### config.mk
export PLATFORM = sky130hd
export DESIGN_NAME = line_mem_arbiter_flat
export DESIGN_NICKNAME = d
export VERILOG_FILES = /design/src/rtl/line_mem_arbiter_if.sv /design/src/rtl/line_mem_arbiter.sv /design/src/flat_wrapper.sv
export SDC_FILE = /design/constraint.sdc
export NUM_CORES = 1
export LEC_CHECK = 0
export CORE_ASPECT_RATIO = 1.5
export CORE_MARGIN = 2
export CORE_UTILIZATION = 41
export DETAILED_ROUTE_END_ITERATION = 12
export PLACE_DENSITY_LB_ADDON = 0.08
export SLEW_MARGIN = 20
export SYNTH_ARGS = -nofsm -noshare
export SYNTH_HDL_FRONTEND = slang
export SYNTH_SLANG_ARGS = --single-unit
### constraint.sdc
create_clock -name clk -period 2.5 [get_ports clk]
set_clock_uncertainty 0.2 [all_clocks]
set_input_delay 0.5 -clock clk [delete_from_list [all_inputs] [get_ports clk]]
set_output_delay 0.5 -clock clk [all_outputs]
set_load 0.03 [all_outputs]
### src/rtl/line_mem_arbiter_if.sv
// Request/response and line-memory handshake bundle for line_mem_arbiter.
// The arbiter uses the slave modport; refill engines plus the memory sit on master.
interface line_mem_arbiter_if #(
  parameter int NUM_REQ = 2,
  parameter int ADDR_W  = 8,
  parameter int LINE_W  = 128
);
  logic [NUM_REQ-1:0]        req_valid_i;
  logic [NUM_REQ*ADDR_W-1:0] req_addr_i;
  logic [NUM_REQ-1:0]        req_ready_o;
  logic [NUM_REQ-1:0]        rsp_valid_o;
  logic [LINE_W-1:0]         rsp_data_o;
  logic                      busy_o;
  logic                      mem_req_out;
  logic [ADDR_W-1:0]         mem_addr_out;
  logic [LINE_W-1:0]         mem_data_in;
  logic                      mem_comp_in;

  modport slave (
    input  req_valid_i, req_addr_i, mem_data_in, mem_comp_in,
    output req_ready_o, rsp_valid_o, rsp_data_o, busy_o, mem_req_out, mem_addr_out
  );

  modport master (
    output req_valid_i, req_addr_i, mem_data_in, mem_comp_in,
    input  req_ready_o, rsp_valid_o, rsp_data_o, busy_o, mem_req_out, mem_addr_out
  );
endinterface

### src/rtl/line_mem_arbiter.sv
// Shares one line memory between NUM_REQ refill requesters over a level req/comp handshake.
// Define LINE_MEM_ARB_RR_EN for round-robin arbitration; otherwise lowest index wins.
module line_mem_arbiter #(
  parameter int NUM_REQ = 2,
  parameter int ADDR_W  = 8,
  parameter int LINE_W  = 128
) (
  input  logic              clk,
  input  logic              reset_n,
  line_mem_arbiter_if.slave bus
);

  localparam int IDX_W = (NUM_REQ > 2) ? 2 : 1;

  typedef enum logic [1:0] {
    IDLE  = 2'd0,
    ISSUE = 2'd1,
    DRAIN = 2'd2
  } state_t;

  state_t               state_q, state_d;
  logic [IDX_W-1:0]     win_q, win_d;
  logic                 mem_req_q, mem_req_d;
  logic [ADDR_W-1:0]    mem_addr_q, mem_addr_d;
  logic [NUM_REQ-1:0]   rsp_valid_q, rsp_valid_d;
  logic [LINE_W-1:0]    rsp_data_q, rsp_data_d;

  logic [IDX_W-1:0]     arb_win;
  logic [IDX_W-1:0]     arb_cand;
  logic                 arb_found;
  logic [ADDR_W-1:0]    arb_addr;
  logic [NUM_REQ-1:0]   ready_c;

`ifdef LINE_MEM_ARB_RR_EN
  logic [IDX_W-1:0]     ptr_q, ptr_d;
`endif

  // Winner selection: first set request bit in search order
  always_comb begin
    arb_win   = '0;
    arb_cand  = '0;
    arb_found = 1'b0;
`ifdef LINE_MEM_ARB_RR_EN
    for (int i = 1; i <= NUM_REQ; i++) begin
      arb_cand = IDX_W'((int'(ptr_q) + i) % NUM_REQ);
      if (!arb_found && bus.req_valid_i[arb_cand]) begin
        arb_win   = arb_cand;
        arb_found = 1'b1;
      end
    end
`else
    for (int i = 0; i < NUM_REQ; i++) begin
      arb_cand = IDX_W'(i);
      if (!arb_found && bus.req_valid_i[arb_cand]) begin
        arb_win   = arb_cand;
        arb_found = 1'b1;
      end
    end
`endif
  end

  always_comb begin
    arb_addr = '0;
    for (int i = 0; i < NUM_REQ; i++) begin
      if (IDX_W'(i) == arb_win) arb_addr = bus.req_addr_i[i*ADDR_W +: ADDR_W];
    end
  end

  always_comb begin
    ready_c = '0;
    if (state_q == IDLE && arb_found) ready_c[arb_win] = 1'b1;
  end

  // Next-state and registered-output logic
  always_comb begin
    state_d     = state_q;
    win_d       = win_q;
    mem_req_d   = mem_req_q;
    mem_addr_d  = mem_addr_q;
    rsp_valid_d = '0;
    rsp_data_d  = rsp_data_q;
`ifdef LINE_MEM_ARB_RR_EN
    ptr_d       = ptr_q;
`endif
    case (state_q)
      IDLE: begin
        if (arb_found) begin
          win_d      = arb_win;
          mem_req_d  = 1'b1;
          mem_addr_d = arb_addr;
`ifdef LINE_MEM_ARB_RR_EN
          ptr_d      = arb_win;
`endif
          state_d    = ISSUE;
        end
      end
      ISSUE: begin
        if (bus.mem_comp_in) begin
          rsp_data_d         = bus.mem_data_in;
          rsp_valid_d[win_q] = 1'b1;
          mem_req_d          = 1'b0;
          state_d            = DRAIN;
        end
      end
      // One dead cycle lets the memory drop comp before the next ISSUE can look at it
      DRAIN: begin
        state_d = IDLE;
      end
      default: begin
        mem_req_d = 1'b0;
        state_d   = IDLE;
      end
    endcase
  end

  always_ff @(posedge clk) begin
    if (!reset_n) begin
      state_q     <= IDLE;
      win_q       <= '0;
      mem_req_q   <= 1'b0;
      mem_addr_q  <= '0;
      rsp_valid_q <= '0;
      rsp_data_q  <= '0;
`ifdef LINE_MEM_ARB_RR_EN
      ptr_q       <= IDX_W'(NUM_REQ - 1);
`endif
    end else begin
      state_q     <= state_d;
      win_q       <= win_d;
      mem_req_q   <= mem_req_d;
      mem_addr_q  <= mem_addr_d;
      rsp_valid_q <= rsp_valid_d;
      rsp_data_q  <= rsp_data_d;
`ifdef LINE_MEM_ARB_RR_EN
      ptr_q       <= ptr_d;
`endif
    end
  end

  assign bus.req_ready_o  = ready_c;
  assign bus.rsp_valid_o  = rsp_valid_q;
  assign bus.rsp_data_o   = rsp_data_q;
  assign bus.busy_o       = (state_q != IDLE);
  assign bus.mem_req_out  = mem_req_q;
  assign bus.mem_addr_out = mem_addr_q;

endmodule

### src/flat_wrapper.sv
// flat-port wrapper written by rule: the top's interface ports become plain ports
module line_mem_arbiter_flat 
#(
  parameter int NUM_REQ = 2,
  parameter int ADDR_W  = 8,
  parameter int LINE_W  = 128
)
  (clk, reset_n, bus_req_valid_i, bus_req_addr_i, bus_mem_data_in, bus_mem_comp_in, bus_req_ready_o, bus_rsp_valid_o, bus_rsp_data_o, bus_busy_o, bus_mem_req_out, bus_mem_addr_out);
  line_mem_arbiter_if #(.NUM_REQ(NUM_REQ), .ADDR_W(ADDR_W), .LINE_W(LINE_W)) bus_i ();
  input  logic clk;
  input  logic reset_n;
  input wire logic [$bits(bus_i.req_valid_i)-1:0] bus_req_valid_i;
  input wire logic [$bits(bus_i.req_addr_i)-1:0] bus_req_addr_i;
  input wire logic [$bits(bus_i.mem_data_in)-1:0] bus_mem_data_in;
  input wire logic [$bits(bus_i.mem_comp_in)-1:0] bus_mem_comp_in;
  output wire logic [$bits(bus_i.req_ready_o)-1:0] bus_req_ready_o;
  output wire logic [$bits(bus_i.rsp_valid_o)-1:0] bus_rsp_valid_o;
  output wire logic [$bits(bus_i.rsp_data_o)-1:0] bus_rsp_data_o;
  output wire logic [$bits(bus_i.busy_o)-1:0] bus_busy_o;
  output wire logic [$bits(bus_i.mem_req_out)-1:0] bus_mem_req_out;
  output wire logic [$bits(bus_i.mem_addr_out)-1:0] bus_mem_addr_out;
  assign bus_i.req_valid_i = bus_req_valid_i;
  assign bus_i.req_addr_i = bus_req_addr_i;
  assign bus_i.mem_data_in = bus_mem_data_in;
  assign bus_i.mem_comp_in = bus_mem_comp_in;
  assign bus_req_ready_o = bus_i.req_ready_o;
  assign bus_rsp_valid_o = bus_i.rsp_valid_o;
  assign bus_rsp_data_o = bus_i.rsp_data_o;
  assign bus_busy_o = bus_i.busy_o;
  assign bus_mem_req_out = bus_i.mem_req_out;
  assign bus_mem_addr_out = bus_i.mem_addr_out;
  line_mem_arbiter #(.NUM_REQ(NUM_REQ), .ADDR_W(ADDR_W), .LINE_W(LINE_W)) u_core (.clk(clk), .reset_n(reset_n), .bus(bus_i));
endmodule
==> metrics.txt, run 1 <==
Final period util=around 96%; Cells after Synth=610; initial antenna violation count=0; Worst-path clk slew=~0.06 ns; slowest cell delay on critical path=between 0.6 and 0.7 ns; top-count cell post-synth=nand2_1; antenna viol nets, final=0; core area=~12000 um^2; root buffer cell=clkbuf_16; Worst Path Required=~1.8 ns; Post-CTS Setup Repair Bufs=0; FFs w/ async S/R, synth=0%; num rows=49; Seq cells post-synth=142; Hold Startpoint=u_core.bus.rsp_data_o[3]; Routability Congestion=between 0.8 and 0.9; Vias=just over 5000; antenna cells=0; Top Ports=approximately 290; compound-gate portion of the synthesized area=around 15%; crit-path cells=nor2_4, inv_1, clkdlybuf4s50_1; adder-cell area share of the yosys netlist=0%; run status=complete, no violations; Avg Vias per Cell=4.85; Worst path slowest cell=clkdlybuf4s50_1; final number of hold-violating endpoints=0; Worst slew margin=63.8%; crit path from=u_core.state_q[0]; synth top area cells=dfxtp_1, nand2_1, a21oi_1; Max Slew Vio Count=0; main combinational cell family by area after synthesis=simple AND/OR/NAND/NOR gates; Area Growth Syn to Fin=72.1%; maxcap violations=0; critical path type=reg -> out; Main synth FF type=dfxtp_1; Power per Cell Area=between 700 and 800 nW/um^2; Worst setup SP type=register; worst-skew pair later-pin latency=0.40 ns; Pleak=approximately 3.1 nW; CTS tree=done; cell area after synthesis=4990 um^2; family with the most delay on the worst path=buffers and inverters; Post-Route WL=between 15000 and 20000 um; Seq/Total Area, Yosys=about 57%; RSZ-0062 raised after global routing=false; Final Setup Violations=0; die span in y=around 140 um; dpl ws=0.225 ns; min cycle time layout=about 2.4 ns; Max VDD drop=between 0.4 and 0.5 mV; Reg2Reg Launch Point=u_core.state_q[1]; Inserted Clock Buffers=17; overall routing resource usage=a little under a quarter; largest net degree at the start of global routing=85; setup_tns=0 ns; worst min path class=reg -> reg; Arr. time, crit path=around 1.7 ns; worst slew pin tran=between 0.5 and 0.6 ns; syn_nets=759; clock sink count=between 100 and 150; number of port buffers=between 200 and 300; grt ovf=0; multiplexer share of the synthesized area=0%; Final nets=slightly above 1000; share of layout cells above drive strength 1=under 10%; EDFF count, synth=0; post-synth cell types=26; Crit Path Max Fanout=8; Synth top area share=around 57%; Synth Area in XOR/XNOR=0%; Yosys top cell by area=dfxtp_1; post-synthesis simple-gate area fraction=roughly 22%; Die X=between 90 and 100 um; Post-Syn Area per Cell=between 8 and 9 um^2; Final WS setup=approximately 0.092 ns; cts hold-fix bufs=0; DRT Pass-1 Iters=5; DRC viols=0; Clock Tree Buf Depth=2; Post-synth top cells=nand2_1, dfxtp_1, a21oi_1; routed len/inst=14.9 um; crit path buf inv count=2; effective utilization at floorplan=41.8%; hpwl dp=around 11000 um; number of H-tree levels=4; CP endpoint kind=output pin; Ys Warns=0; global-route wire length before repair=around 24000 um; Max Fclk=415 MHz; DRT iter0 DRCs=216; vias in the first global route=4924; die area=between 10000 and 15000 um^2
==> worst paths after layout <==
kind	endpoint	slack, ns	cells after the start
max reg2reg	u_core.bus.rsp_data_o[87]	0.83	4
max	bus_busy_o	0.09	3
min reg2reg	u_core.bus.rsp_data_o[3]	0.25	2
min	u_core.bus.rsp_data_o[3]	0.25	2
==> registers in the layout (all words and copies together), names as in the netlist <==
| name | cells |
|---|---|
| u_core.bus.rsp_data_o | 128 |
| u_core.bus.rsp_valid_o | 2 |
| u_core.state_q | 2 |
| u_core.win_q | 1 |
| u_core.bus.mem_addr_out | 8 |
| u_core.bus.mem_req_out | 1 |
==> cell type report <==
class                      count  area [um^2]
clock buffer                  22          494
sequential                   142         2840
tap                          153          191
fill                         939         3360
timing repair buffer         298         3020
inverter                       2         10.0
clock inverter                 9          156
multi-input combinational    423         1880
==> routing by layer <==
layer | GRT usage (%) | vias to the layer above | part of all wire (%)
met5 | 0 | - | 0
met4 | 11.0 | 0 | 3.3
met3 | 7.99 | 33 | 8.5
met2 | 41.3 | 219 | 52
met1 | 24.0 | 2304 | 36
li1 | - | 2527 | -
==> worst min-delay path, stage by stage, from the launching register on <==
cell and delay [ns]:
dfxtp_1 0.30, nand2_1 0.05, a21oi_1 0.05
==> placed cells by master, fill, tap and decap left out, types with 2 or more instances in the layout <==
master / count
clkbuf_16: 17
a21oi_1: 129
a22oi_1: 3
o2bb2ai_1: 3
clkdlybuf4s50_1: 288
buf_4: 5
a221o_1: 5
bufinv_16: 4
buf_12: 5
dfxtp_1: 142
clkinvlp_4: 3
nor2_1: 3
and3_1: 7
nor3_1: 2
and2_1: 2
nand2_1: 259
clkbuf_8: 5
==> timing repair <==
| item | 4_1_cts | 5_1_grt |
|---|---|---|
| hold endpoints to repair | 0 | 0 |
| resized for setup | 0 | 1 |
| endpoints found under the setup margin | 0 | 1 |
==> power by group <==
part           leakage (nW)  internal, mW  switching, mW
combinational          1.63         0.486          0.518
clock                 0.310          1.80          0.925
sequential             1.16          2.38         0.0607
==> metrics by stage <==
step	utilization, %	std cells	power (mW)	area [um^2]	hold slack (ns)
2_1_floorplan	-	610	2.97	4990	0.217
3_5_place_dp	66.4	1018	3.49	7940	0.246
5_1_grt	71.9	1049	6.40	8590	0.268
4_1_cts	71.8	1049	6.22	8590	0.253
3_3_place_gp	66.4	1018	3.47	7940	0.240
6_report	71.9	1049	6.16	8590	0.252
==> cell families after synthesis <==
family	after synthesis
buffers and inverters	45
and+or+nand+nor	280
DFF	142
AOI/OAI and AO/OA	143
No activity file was read; power rests on OpenSTA's default activity.
==> run 2, diff against run 1 <==
--- a/config.mk
+++ b/config.mk
@@ -5,10 +5,12 @@
 export SDC_FILE = /design/constraint.sdc
 export NUM_CORES = 1
 export LEC_CHECK = 0
-export CORE_ASPECT_RATIO = 1.5
+export CORE_ASPECT_RATIO = 1.2
 export CORE_MARGIN = 2
 export CORE_UTILIZATION = 41
 export DETAILED_ROUTE_END_ITERATION = 12
+export GPL_ROUTABILITY_DRIVEN = 0
+export HOLD_SLACK_MARGIN = 0.15
 export PLACE_DENSITY_LB_ADDON = 0.08
 export SLEW_MARGIN = 20
 export SYNTH_ARGS = -nofsm -noshare
==> metrics.txt, run 2 (same netlist as run 1, synthesis figures left out) <==
run status=complete, no violations; Inserted Clock Buffers=17; Post-CTS Setup Repair Bufs=0; cts hold-fix bufs=0; initial antenna violation count=0; Post-Route WL=roughly 15000 um; Worst Path Required=roughly 1.8 ns; Crit Path Max Fanout=8; Worst slew margin=75.7%; Final nets=roughly 1000; commonest cells after routing, fill and taps aside=clkdlybuf4s50_1, nand2_1, dfxtp_1, a21oi_1, clkbuf_16; CTS tree=done; largest net degree at the start of global routing=79; setup_tns=0 ns; dpl ws=~0.20 ns; Layout Cells excl Fill=approximately 1100; Pleak=3.11 nW; R2R depth=4; Area Growth Syn to Fin=72.7%; antenna cells=0; Final Setup Violations=0; critical path type=reg -> out; max reg flops=128; worst slew pin tran=around 0.36 ns; post-route cell area=between 8000 and 9000 um^2; die span in y=125 um; final number of hold-violating endpoints=0; Avg Vias per Cell=~4.7; crit path from=u_core.state_q[0]; Worst setup SP type=register; min cycle time layout=2.40 ns; worst-skew pair later-pin latency=between 0.4 and 0.5 ns; maxcap violations=0; Util after Layout=71.8%; Max VDD drop=about 0.45 mV; fillers=950; Reg2Reg Launch Point=u_core.state_q[0]; clock sink count=around 140; CP endpoint kind=output pin; FF-to-FF End=u_core.bus.rsp_data_o[40]; Clock Tree Buf Depth=2; share of layout cells above drive strength 1=slightly above 5%; RSZ-0062 raised after global routing=false; Final WS setup=roughly 0.10 ns; Worst-path clk slew=0.06 ns; antenna viol nets, final=0; num rows=44; global-route wire length before repair=between 20000 and 25000 um; core area=about 12000 um^2; Max Fclk=418 MHz; overall power=6.24 mW; Die X=~100 um; Final period util=95.8%; effective utilization at floorplan=41.6%; routed len/inst=between 10 and 15 um; number of H-tree levels=4; worst min path class=reg -> reg; commonest non-fill, non-tap cell in the layout=clkdlybuf4s50_1; root buffer cell=clkbuf_16; Vias=5023; Area after DPL=between 7000 and 8000 um^2; hpwl dp=around 11000 um; DRT Pass-1 Iters=4; WHS=approximately 0.25 ns; Top Ports=slightly below 300; die area=13100 um^2; vias in the first global route=4890; number of port buffers=290; grt ovf=0; dpl cells=roughly 1000; DRT iter0 DRCs=approximately 230; Power per Cell Area=723 nW/um^2; DRC viols=0; crit path to=bus_busy_o; overall routing resource usage=between 20 and 25%; Arr. time, crit path=about 1.7 ns; worst reg-to-reg setup slack=between 0.8 and 0.9 ns; Max Slew Vio Count=0
## run 2: layout make-up
type | instances | area (um^2) | area share (%)
multi-input combinational | 423 | 1880 | 21.8
tap | 161 | 201 | 2.34
clock buffer | 22 | 484 | 5.62
inverter | 2 | 10.0 | 0.116
clock inverter | 9 | 180 | 2.09
timing repair buffer | 299 | 3030 | 35.1
sequential | 142 | 2840 | 33.0
## run 2: timing repair
action                                  in CTS  in global routing
hold endpoints to repair                     0                  0
endpoints found under the setup margin       0                  1
gates resized for setup                      0                  1
## run 2: worst min path at each step
stage                                           from                          to  slack (ns)  depth (start not counted)
after global placement     u_core.bus.rsp_data_o[23]   u_core.bus.rsp_data_o[23]        0.24                          2
after floorplan                         u_core.win_q   u_core.bus.rsp_valid_o[0]        0.22                          1
after CTS                  u_core.bus.rsp_data_o[35]   u_core.bus.rsp_data_o[35]        0.25                          2
after detailed placement   u_core.bus.rsp_data_o[35]   u_core.bus.rsp_data_o[35]        0.25                          2
final                      u_core.bus.rsp_data_o[44]   u_core.bus.rsp_data_o[44]        0.25                          2
after global routing      u_core.bus.rsp_data_o[122]  u_core.bus.rsp_data_o[122]        0.26                          2
## run 2: worst max-delay path, stage by stage, from the launching register on
cell             delay (ns)
dfxtp_1                0.46
nor2_4                 0.11
inv_1                  0.06
clkdlybuf4s50_1        0.66
## run 2: metal layers
| layer | track usage [%] | part of all wire, % | vias to the layer above |
|---|---|---|---|
| li1 | - | - | 2539 |
| met1 | 23.8 | 37 | 2254 |
| met2 | 41.9 | 51 | 208 |
| met3 | 8.16 | 8.8 | 22 |
| met4 | 10.7 | 2.4 | 0 |
| met5 | 0 | 0 | - |
## run 2: power breakdown
part / leakage (nW) / internal [mW] / switching (mW)
Combinational: 1.64 / 0.488 / 0.514
Clock: 0.323 / 1.88 / 0.920
Sequential: 1.16 / 2.38 / 0.0608
Total: 3.11 / 4.74 / 1.49
